==> src/rtl/axis_vector_packer.sv <==
// Purpose : gathers M W-bit AXI4-Stream words into one packed vector for the series adder.
// Latency : data_vld rises 1 cycle after the edge that closes a vector (data_rdy already high).
// Backpr. : one fill buffer plus one issue register; tready drops while a closed vector waits.
//
// Ports
//   clk, rst_p       : rising-edge clock, synchronous active-high reset
//   s_axis_tdata/tvalid/tready/tlast : AXI4-Stream slave, one frame = one vector
//   data_o           : packed vector, word k at [k*W+W-1 : k*W], held until the next issue
//   data_vld/data_rdy: one-cycle issue pulse / adder ready
//   frame_err        : one-cycle pulse on a short frame or a missing tlast
//   err_cnt, err_cnt_clr : only when AXIS_VECTOR_PACKER_ERR_CNT_EN is defined;
//                      saturating frame_err counter with synchronous clear
module axis_vector_packer #(
  parameter int M = 8,   // words per vector, must be >= 2
  parameter int W = 32   // word width
) (
  input  logic             clk,
  input  logic             rst_p,
  input  logic [W-1:0]     s_axis_tdata,
  input  logic             s_axis_tvalid,
  output logic             s_axis_tready,
  input  logic             s_axis_tlast,
  output logic [M*W-1:0]   data_o,
  output logic             data_vld,
  input  logic             data_rdy,
  output logic             frame_err
`ifdef AXIS_VECTOR_PACKER_ERR_CNT_EN
  ,
  output logic [15:0]      err_cnt,
  input  logic [0:0]       err_cnt_clr
`endif
);

  localparam int            IW       = (M > 1) ? $clog2(M) : 1;
  localparam logic [IW-1:0] IDX_LAST = IW'(M - 1);

  // Fill state: either collecting words or holding a closed vector for the adder.
  localparam logic [0:0] ST_FILL = 1'b0;
  localparam logic [0:0] ST_FULL = 1'b1;

  logic [0:0]     st_q, st_d;
  logic [IW-1:0]  idx_q, idx_d;
  logic [M*W-1:0] buf_q, buf_d;
  logic [M*W-1:0] data_o_q, data_o_d;
  logic           data_vld_q, data_vld_d;
  logic           frame_err_q, frame_err_d;
  // Keeps tready low in the first cycle after reset releases.
  logic           rdy_en_q, rdy_en_d;

  logic accept;
  logic issue;
  int   idx_i;

  assign s_axis_tready = rdy_en_q & (st_q == ST_FILL);
  assign accept        = s_axis_tvalid & s_axis_tready;
  // ~data_vld_q blocks a second issue on the cycle right after one.
  assign issue         = (st_q == ST_FULL) & data_rdy & ~data_vld_q;

  always_comb begin
    st_d        = st_q;
    idx_d       = idx_q;
    buf_d       = buf_q;
    data_o_d    = data_o_q;
    data_vld_d  = 1'b0;
    frame_err_d = 1'b0;
    rdy_en_d    = 1'b1;
    idx_i       = int'(idx_q);

    if (accept) begin
      // Write the word into its slot; on tlast also zero every later slot so a
      // short frame never carries stale words from the previous vector.
      for (int k = 0; k < M; k++) begin
        if (k == idx_i) begin
          buf_d[k*W +: W] = s_axis_tdata;
        end else if (s_axis_tlast && (k > idx_i)) begin
          buf_d[k*W +: W] = '0;
        end
      end

      if (idx_q == IDX_LAST) begin
        // Vector is full; missing tlast is flagged but the vector still closes
        // and the following words start a fresh vector at slot 0.
        st_d        = ST_FULL;
        idx_d       = '0;
        frame_err_d = ~s_axis_tlast;
      end else if (s_axis_tlast) begin
        st_d        = ST_FULL;
        idx_d       = '0;
        frame_err_d = 1'b1;
      end else begin
        idx_d = idx_q + IW'(1);
      end
    end

    // Mutually exclusive with accept: tready is low whenever st_q is FULL.
    if (issue) begin
      data_o_d   = buf_q;
      data_vld_d = 1'b1;
      st_d       = ST_FILL;
    end
  end

  always_ff @(posedge clk) begin
    if (rst_p) begin
      st_q        <= ST_FILL;
      idx_q       <= '0;
      buf_q       <= '0;
      data_o_q    <= '0;
      data_vld_q  <= 1'b0;
      frame_err_q <= 1'b0;
      rdy_en_q    <= 1'b0;
    end else begin
      st_q        <= st_d;
      idx_q       <= idx_d;
      buf_q       <= buf_d;
      data_o_q    <= data_o_d;
      data_vld_q  <= data_vld_d;
      frame_err_q <= frame_err_d;
      rdy_en_q    <= rdy_en_d;
    end
  end

  assign data_o    = data_o_q;
  assign data_vld  = data_vld_q;
  assign frame_err = frame_err_q;

`ifdef AXIS_VECTOR_PACKER_ERR_CNT_EN
  logic [15:0] err_cnt_q, err_cnt_d;

  // Counts visible frame_err pulses; clear takes priority over an increment.
  always_comb begin
    err_cnt_d = err_cnt_q;
    if (err_cnt_clr[0]) begin
      err_cnt_d = '0;
    end else if (frame_err_q && (err_cnt_q != 16'hFFFF)) begin
      err_cnt_d = err_cnt_q + 16'd1;
    end
  end

  always_ff @(posedge clk) begin
    if (rst_p) begin
      err_cnt_q <= '0;
    end else begin
      err_cnt_q <= err_cnt_d;
    end
  end

  assign err_cnt = err_cnt_q;
`endif

endmodule

==> config.mk <==
export PLATFORM = sky130hd
export DESIGN_NAME = axis_vector_packer
export DESIGN_NICKNAME = d
export VERILOG_FILES = /design/src/rtl/axis_vector_packer.sv
export SDC_FILE = /design/constraint.sdc
export NUM_CORES = 1
export LEC_CHECK = 0
export ABC_AREA = 1
export CORE_ASPECT_RATIO = 0.6
export CORE_MARGIN = 2
export CORE_UTILIZATION = 50
export DETAILED_ROUTE_END_ITERATION = 12
export MAX_ROUTING_LAYER = met4
export PLACE_DENSITY = 0.76
export SYNTH_ARGS = -nofsm -noshare
export SYNTH_HDL_FRONTEND = slang
export SYNTH_SLANG_ARGS = --single-unit
==> constraint.sdc <==
create_clock -name clk -period 2.8 [get_ports clk]
set_input_delay 0.56 -clock clk [delete_from_list [all_inputs] [get_ports clk]]
set_output_delay 0.56 -clock clk [all_outputs]
set_load 0.01 [all_outputs]
* Word level (Yosys, flattened, before mapping)
Cells that the tools add are included.
Word-level totals: output and inout port bits 259, input port bits 37, flip-flop bits (word level) 519
Operators by class: reduce and logical (&&, ||, !) cells 27, $lt $le $gt $ge 7, eq/ne operators 8, bitwise gates (word level) 8, mux-type cells 22, add/sub/neg operators 1
Operators by type and width (number):
- 32-bit two-way mux | 14
- 2-bit AND reduction | 9
- 2-bit nonzero test | 8
- 3-bit equality test (first input constant) | 4
- 3-bit greater-than comparator (first input constant) | 4
- 1-bit logical AND | 7
- 2-bit by 3-bit equality test with 1-bit output (first input constant) | 2
- 2-bit by 3-bit greater-than comparator with 1-bit output (first input constant) | 2
- 1-bit two-way mux | 6
- 3-bit two-way mux | 2
- 1-bit AND | 4
- 1-bit NOT | 4
- 2-bit OR reduction | 2
- 3-bit by 1-bit adder with 3-bit output (second input constant) | 1
- 1-bit by 3-bit equality test with 1-bit output (first input constant) | 1
- 3-bit equality test (second input constant) | 1
- 1-bit by 3-bit greater-than comparator with 1-bit output (first input constant) | 1
- 3-bit logical NOT | 1

* Depth between registers and ports, before layout
depth after elaboration 5, depth in mapped cells 10, gate-level depth less buffers 8

* Least setup slack after synthesis
OpenSTA, ideal clock, no wires.
path kind register to register, start point register idx_q[0], end point register buf_q[254], setup time 0.117 ns, stages on the path, launching flop included 11, data arrival time 1.722 ns, slack 0.960 ns, path through dfxtp_1 -> ha_1 -> ha_1 -> clkbuf_1 -> inv_1 -> ha_1 -> nor2_4 -> inv_2 -> clkbuf_1 -> a21oi_1 -> nor2_1
On the way: cells in the longest elaborated chain, start to end 4, elaborated cells on any way between the ends 6
Ends and longest elaborated chain:
- start: declaration | RTL line 42 | logic [IW-1:0] idx_q, idx_d;
- start signal: assignment | RTL line 114 | idx_q <= idx_d;
- 3-bit greater-than comparator | RTL line 75 | end else if (s_axis_tlast && (k > idx_i)) begin
- 1-bit logical AND | RTL line 75
- 2-bit nonzero test (no line)
- 2-bit AND reduction (no line)
- end signal: assignment | RTL line 115 | buf_q <= buf_d;
- end: declaration | RTL line 43 | logic [M*W-1:0] buf_q, buf_d;
Several ways; a longest one is shown, not always the timed one. A chain may end at the register's enable or synchronous reset.

* Worst setup path in the final report
start point register idx_q[0], end point register buf_q[235]
The elaborated chain is that of the path after synthesis.

==> impl_metrics.yaml <==
run_status:
  outcome: "complete, no violations"
worst_setup_path:
  cpMostUsedCell: "ha_1"
  cp.arrival_ns: 2.62
  rrSetupSlack_ns: 0.57
  path_class: "reg2reg"
  crit_required_ns: 3.19
  worst-path-buf-inv: 2
  max_stage_delay_ns: 0.48
  cp_cell_sequence: "ha_1 > ha_1 > inv_1 > ha_1 > nor2_4 > inv_2 > nand2_1 > a21oi_1"
  worst_setup_path_start_kind: "flop"
  cp-end-kind: "flop"
  crit_slowest_cell: "dfxtp_1"
  critPathMaxFanout: 33
  path_delay_family: "adder cells"
cells_and_area:
  multiInputGateArea_mm2: 0.00712
  area_delta_synth_final_pct: 24.8
  seqCellArea_mm2: 0.0104
  final_common_cell: "nand2_1"
  fin_nets: 2651
  stdcell_area_mm2: 0.0234
  final_cell_mix: "nand2_1 (831), dfxtp_1 (519), nand3_1 (366)"
  drive_above_1_share_pct: 5.53
  final_util_pct: 63.9
  fill_cells: 3126
die:
  rows: 54
  die-width_um: 254
  core_area_mm2: 0.0367
  fp.dieH_um: 154
  initial_core_util_pct: 51.2
  ios: 296
  dieArea_mm2: 0.0392
clocking:
  cts_tree: "built"
  cts_sinks: 519
  cts_resized: 0
  cts-root-buf: "clkbuf_16"
  htreeDepth: 2
  holdBufCountCts: 0
  cts_setup_buffers: 0
  clkLatencyLatePin_ns: 0.56
  cts_buffers: 47
  clk_path_buf_depth: 3
  clkTransAtPathRegs_ns: 0.06
place:
  portBuffers: 295
  dpl.hpwl_um: 35800
  place_area_mm2: 0.0218
  routabilityCongestion: 0.828
synth:
  synth_fp_nets: 2472
  synthTopCellsByArea: "dfxtp_1 (55%), nand2_1 (17%), nand3_1 (9.8%), a21oi_1 (5.2%), nor2_1 (2.5%)"
  synth_top_area_share_pct: 55.3
  synth_seq_area_share_pct: 55.3
  synth.distinct_cells: 23
  synthCells: 2428
  synth_largest_area_cell: "dfxtp_1"
  syn_area_per_cell_um2: 7.74
  ys_warn_count: 0
  yosys_register_bits: 519
  synth_area_mm2: 0.0188
power:
  p_switching_w: 0.00340
  swShare_pct: 22.6
  power.leakage_nw: 9.65
  p_per_area_mw_per_mm2: 642
  p_total_w: 0.0150
  power_frac_clock_pct: 45.0
  ir_drop_mv: 0.417
  internal-power_w: 0.0116
  combPwrFrac_pct: 5.2
  sequentialPowerShare_pct: 49.8
sta:
  slew_viol_final: 0
  slew_headroom_pct: 26.7
  fin_crit_sh_pct: 79.5
  fmax_mhz: 449
  period_needed_ns: 2.23
  tightest_slew_ns: 1.10
  whs_ns: 0.335
  fin_tns_setup_ns: 0
  rsz0062_at_grt: "no"
  clock_skew_ns: 0.0152
  setup_viol_count_final: 0
  hold_viol: 0
hold_path:
  hold_class: "in2reg"
route:
  vias_per_cell: 5.42
  drt_wl_total_um: 60000
  drc_errors: 0
  routed-via-count: 17071
  wl_per_cell_um: 19.1
  drtIter0Drc: 2105
  ant_nets: 0
  drt_pass1_iterations: 9
global_route:
  grt_usage_pct: 30.5
  grt-ovfl-total: 0
  grt_pass1_wl_um: 89800
  grt_antenna_before_repair: 1
  grt_max_degree: 192
  grt_pass1_vias: 15581
run:
  cap_violations: 0
-- stage by stage --
| stage | instances | worst slack [ns] |
|---|---|---|
| 3_3_place_gp | 3062 | 0.359 |
| 6_report | 3147 | 0.573 |
| 3_5_place_dp | 3062 | 0.326 |
| 5_1_grt | 3147 | 0.389 |
| 2_1_floorplan | 2428 | 0.960 |
| 4_1_cts | 3146 | 0.562 |
-- path summary, 6_finish.rpt --
kind	start	to	depth (start not counted)
worst max-delay path	idx_q[0]	buf_q[235]	8
worst min-delay path	rst_p	rdy_en_q	2
worst max register to register	idx_q[0]	buf_q[235]	8
worst min register to register	buf_q[139]	data_o[139]	2
-- logic make-up after synthesis --
family / Yosys count / synth area share (%)
DFF: 519 / 55.3
buffers and inverters: 276 / 6.85
AOI/OAI and AO/OA: 254 / 6.78
adders and majority gates: 7 / 0.466
and+or+nand+nor: 1372 / 30.6
-- area by class of cell --
class,count,area share (%)
clock inverter,13,0.811
tap,504,2.69
clock buffer,71,6.14
sequential,519,44.3
antenna,1,0.0107
timing repair buffer,338,14.5
inverter,68,1.14
multi-input combinational,1633,30.4
-- registers in the layout, indices dropped and copies added (netlist names) --
register   flops
rdy_en_q       1
st_q           1
frame_err      1
data_vld       1
data_o       256
buf_q        256
idx_q          3
-- synth_stat cells --
library cell  number
nand2_1          832
dfxtp_1          519
nand3_1          366
a21oi_1          194
nor2_1           124
buf_2             80
clkbuf_1          75
inv_1             61
o21ai_0           52
nor3_1            32
buf_4             26
buf_1             20
buf_6              7
ha_1               7
inv_2              7
o21ai_1            7
nand2_2            6
nor2_2             4
nor2_4             4
nor2_8             2
nand2_4            1
nand3_2            1
o31ai_1            1
-- routing by layer --
metal,vias up,global-route usage (%),part of all wire [%]
met5,-,-,0
met4,0,12.9,4.3
met3,163,6.37,9.6
met2,810,44.8,44
met1,7982,40.8,42
li1,8116,-,-
-- power by group through the flow --
| stage | sequential, W | clock (W) | combinational [W] |
|---|---|---|---|
| floorplan | 0.00765 | 0 | 0.000451 |
| global placement | 0.00766 | 0 | 0.000741 |
| detailed placement | 0.00766 | 0 | 0.000753 |
| CTS | 0.00750 | 0.00683 | 0.000756 |
| global route | 0.00750 | 0.00714 | 0.000820 |
| finish | 0.00750 | 0.00677 | 0.000777 |
Power figures use the tool's default switching activity.
==> patch 1: new RTL, same flow settings <==
The parameter `M` goes from 8 to 4.
--- a/src/rtl/axis_vector_packer.sv
+++ b/src/rtl/axis_vector_packer.sv
@@ -11,7 +11,7 @@
 //   err_cnt, err_cnt_clr : only when AXIS_VECTOR_PACKER_ERR_CNT_EN is defined;
 //                      saturating frame_err counter with synchronous clear
 module axis_vector_packer #(
-  parameter int M = 8,   // words per vector, must be >= 2
+  parameter int M = 4,   // words per vector, must be >= 2
   parameter int W = 32   // word width
 ) (
   input  logic             clk,
Ports: changed (resized data_o); port bits go from 296 to 168. The function was not compared with the original's and may differ.
==> patch 1 against the unedited design <==
- register-to-register slack gained 0.39 ns
- power shrank 49%
- routed wire length shrank 53%
- worst setup slack gained 0.090 ns
- cell area shrank 46%
- sequential cell count shrank 257
- largest cell class unchanged
- sequential share of layout area shrank 2.5 points
- area after synthesis shrank 47%
==> patch 1: results (changes against the unedited design) <==
[status]
outcome=finished, final reports clean

[worst_hold_path]
min_from=buf_q[3]$_SDFFE_PP0P_
worstHoldPathType=reg2reg

[placed_design]
place_area_um2=11800  ; -46%
place_hpwl_mm=18.4  ; -49%
place_ws_ns=0.450  ; +0.125 ns
place.port_buffers=167  ; -43%
place_congestion=0.876  ; +5.7%
dp.cells=1749  ; -43%

[drt]
wl_per_cell_um=15.8  ; -17%
first_pass_iters=5  ; -4
vias=9117  ; -47%
routedLengthMet1_mm=13.1  ; -48%
drtIter0Drc=857  ; -59%
drt_wl_total_mm=28.3  ; -53%
wl_met2_mm=11.9  ; -55%
wl_met3_mm=2.43  ; -58%

[sta]
period_needed_ns=2.14  ; -0.0895 ns
slew_headroom=0.596  ; +0.329
fin_skew_ns=0.0152  ; +0.0000227 ns

[yosys]
seq_area_frac_synth=0.523  ; -0.0301
yosys-top-cells-area=dfxtp_1 (52%), nand2_1 (19%), nand3_1 (9.2%)
synth_common_cells=nand2_1 (498), dfxtp_1 (262), nor2_1 (197)
synth_fa_ha_area_frac=0.00624  ; +0.00158
synth.distinct_cells=19  ; -17%
syn-num-nets=1426  ; -42%
postSynthAreaPerCell_um2=7.25  ; -6.3%
synth_compound_area_frac=0.0190  ; -0.0488
synth_ff_type=dfxtp_1

[global_routing]
met2_usage=0.397  ; -0.0511
use_met3=0.0535  ; -0.0101
grt_usage=0.270  ; -0.0356
grt_max_degree=66  ; -66%
grt_pass1_wl_mm=44.5  ; -50%
antenna_found_initial=0  ; -1
met1_usage=0.372  ; -0.0364
first_global_vias=8249  ; -47%

[setup_path]
startpoint=rdy_en_q$_DFF_P_
worstSetupEndpoint=s_axis_tready
r2r_slack_ns=0.96  ; +0.39 ns
crit_arrival_ns=1.58  ; -1.04 ns
rr_worst_depth=9  ; +1
timing.rr.start=idx_q[1]$_SDFFE_PP0P_
r2r-end=buf_q[51]$_SDFFE_PP0P_
worst-path-max-fanout=2  ; -94%

[clocking]
htree_levels=1  ; -1
clk_latency_ns=0.52  ; -0.04 ns
numCtsBuffers=23  ; -51%
clkTransAtPathRegs_ns=0.07

[power_and_ir_drop]
power_clock_mw=3.14  ; -54%
power.internal_mw=5.80  ; -50%
leakage_nw=5.57  ; -42%
p_per_area_nw_per_um2=613  ; -4.5%
powerSeq_mw=3.90  ; -48%
peakVddDrop_v=0.000388  ; -6.9%

[cells_and_area]
finalNetCount=1543  ; -42%
layout-drive-gt1-share=0.0481  ; -0.00717
n_antenna_cell=0  ; -1

## patch 1: final cells by class
type,count,area (um2)
well taps,273,342
multi-input cells,963,4070
inverters,58,223
repair buffers,193,1930
clock buffers,35,671
flip-flops and latches,262,5250
clock inverters,7,66.3
fillers,1803,7280
## patch 1: how the worst min path moves through the flow
| stage | endpoint | slack (ns) | depth (start not counted) |
|---|---|---|---|
| global placement | data_o[5]$_SDFFE_PP0P_ | 0.43 | 2 |
| CTS | data_o[3]$_SDFFE_PP0P_ | 0.45 | 2 |
| finish | data_o[3]$_SDFFE_PP0P_ | 0.44 | 2 |
| detailed placement | data_o[124]$_SDFFE_PP0P_ | 0.43 | 2 |
| global route | data_o[4]$_SDFFE_PP0P_ | 0.47 | 2 |
| floorplan | data_o[0]$_SDFFE_PP0P_ | 0.42 | 2 |
## patch 1: critical path, stage by stage (launching register included)
cell	delay (ns)
dfxtp_1	0.33
inv_1	0.06
nor2_4	0.12
clkdlybuf4s50_1	0.55
==> patch 2: new RTL, same flow settings <==
Without the edit above. `buf_q` no longer has a reset.
--- a/src/rtl/axis_vector_packer.sv
+++ b/src/rtl/axis_vector_packer.sv
@@ -104,7 +104,6 @@
     if (rst_p) begin
       st_q        <= ST_FILL;
       idx_q       <= '0;
-      buf_q       <= '0;
       data_o_q    <= '0;
       data_vld_q  <= 1'b0;
       frame_err_q <= 1'b0;
@@ -112,12 +111,15 @@
     end else begin
       st_q        <= st_d;
       idx_q       <= idx_d;
-      buf_q       <= buf_d;
       data_o_q    <= data_o_d;
       data_vld_q  <= data_vld_d;
       frame_err_q <= frame_err_d;
       rdy_en_q    <= rdy_en_d;
     end
+  end
+
+  always_ff @(posedge clk) begin
+    buf_q <= buf_d;
   end
 
   assign data_o    = data_o_q;
Behaviour: same outputs for any inputs over 4 cycles, from zero or initial values and one cycle with rst_p high; that may be too few to reach the edited logic, so the function may still have changed.
==> patch 2 against the unedited design <==
- synthesized cell count down 27%
- global-route usage is 2.8 points lower
- worst hold slack improved by 0.086 ns
- cell area is 0.90% lower
- sequential cell count did not move
- via count shrank 22%
- fmax down 0.28%
- worst setup slack lost 0.0063 ns
- non-clock buffer count is 9 lower
- count of clock-buffer cells in the layout shrank 4
- area after synthesis down 3.4%
- routed wire length decreased by 15%
- power increased by 2.1%
- critical path type is now reg2out
- critical endpoint is now s_axis_tready
==> patch 2: results (changes against the unedited design) <==
[status]
outcome=finished, final reports clean

[yosys]
synth_edf_count=256  ; +256
seq_area_frac_synth=0.714  ; +0.160
ys_warn_count=0  ; unchanged
syn-num-nets=1823  ; -26%
synth_common_cells=nand2_1 (594), dfxtp_1 (263), nand3_1 (260)
synth_ff_type=dfxtp_1
synth.distinct_cells=17  ; -26%
yosys-top-cells-area=edfxtp_1 (42%), dfxtp_1 (29%), nand2_1 (12%)

[clocking]
post_cts_buffers=0  ; unchanged
numCtsBuffers=45  ; -4.3%
htree_levels=2  ; unchanged

[setup_path]
r2r-end=buf_q[224]$_SDFFCE_PN0P_
worst-path-max-fanout=3  ; -91%
r2r_slack_ns=0.94  ; +0.37 ns
crit_arrival_ns=1.67  ; -0.95 ns
timing.rr.start=idx_q[0]$_SDFFE_PP0P_
rr_worst_depth=6  ; -2

[worst_hold_path]
holdPathEnd=data_o[32]$_SDFFE_PP0P_
worstHoldPathType=reg2reg
min_from=buf_q[32]$_SDFFCE_PP0P_
min_path_cells=2  ; unchanged

[global_routing]
grt_max_degree=146  ; -24%
grt_pass1_wl_mm=76.2  ; -15%
antenna_found_initial=3  ; +2
grt_usage=0.277  ; -0.0285

[drt]
drtIter0Drc=1323  ; -37%
wl_per_cell_um=20.1  ; +5.4%
vias=13300  ; -22%
first_pass_iters=5  ; -4

[placed_design]
place_area_um2=21700  ; -0.43%
place_ws_ns=0.461  ; +0.136 ns
place_hpwl_mm=33.6  ; -5.9%
place_congestion=0.864  ; +4.3%

[sta]
slew_headroom=0.472  ; +0.204
fin_skew_ns=0.0259  ; +0.0108 ns
worst_hold_slack_ns=0.421  ; +0.0856 ns

[die]
start_util=0.513  ; +0.000541

[cells_and_area]
finalNetCount=2091  ; -21%
layout-drive-gt1-share=0.0557  ; +0.000401

[power_and_ir_drop]
peakVddDrop_v=0.000425  ; +1.9%
leakage_nw=10.1  ; +5.0%

-- patch 2: per-stage QoR --
stage / std cells / util
2_1_floorplan: 1779 / -
6_report: 2552 / 0.656
3_3_place_gp: 2467 / 0.613
4_1_cts: 2551 / 0.656
5_1_grt: 2552 / 0.656
3_5_place_dp: 2467 / 0.613
-- patch 2: power breakdown --
group          leakage, nW  switching, mW  internal (mW)
Clock                0.750           2.74           3.59
Sequential            4.61         0.0791           8.14
Combinational         4.77          0.542          0.261
Total                 10.1           3.37           12.0
-- patch 2: critical path: stages, from the launching register on --
cell	delay [ns]
dfxtp_1	0.35
inv_1	0.08
nand2_1	0.07
inv_1	0.05
clkdlybuf4s50_1	0.54
-- patch 2: kinds of logic (layout without fill, tap and decap cells) --
kind of cell    count (synthesis)  after routing  synth area share
fa+ha+maj                       7              7           0.00482
flops                         519            519             0.714
other cells                     0              1                 0
simple gates                 1029           1029             0.232
compound gates                  9              9           0.00248
buf+inv                       215            520            0.0471
-- patch 2: worst max-delay path by stage --
stage                           start                  endpoint  slack [ns]  depth (start not counted)
floorplan               s_axis_tvalid  buf_q[100]$_SDFFCE_PP0P_       -0.13                          3
CTS                 st_q$_SDFFE_PP0P_             s_axis_tready        0.54                          4
finish              st_q$_SDFFE_PP0P_             s_axis_tready        0.57                          4
detailed placement       s_axis_tlast  buf_q[104]$_SDFFCE_PP0P_        0.46                          6
global placement         s_axis_tlast  buf_q[105]$_SDFFCE_PP0P_        0.51                          6
global route        st_q$_SDFFE_PP0P_             s_axis_tready        0.49                          4
-- patch 2: cell type report --
| type | count | area (um2) |
|---|---|---|
| inverters | 107 | 409 |
| multi-input cells | 1045 | 4420 |
| flip-flops and latches | 519 | 13000 |
| diodes | 1 | 2.50 |
| well taps | 467 | 584 |
| fillers | 2745 | 12200 |
| clock buffers | 67 | 1370 |
| repair buffers | 329 | 3350 |
| clock inverters | 17 | 138 |
-- patch 2: routing by layer --
metal	vias to the layer above	routed length, um	part of all wire	global-route usage
li1	6272	-	-	-
met4	0	1040	0.020	0.0671
met5	-	0	0	-
met2	536	23700	0.46	0.431
met1	6432	22100	0.43	0.375
met3	71	4390	0.086	0.0591
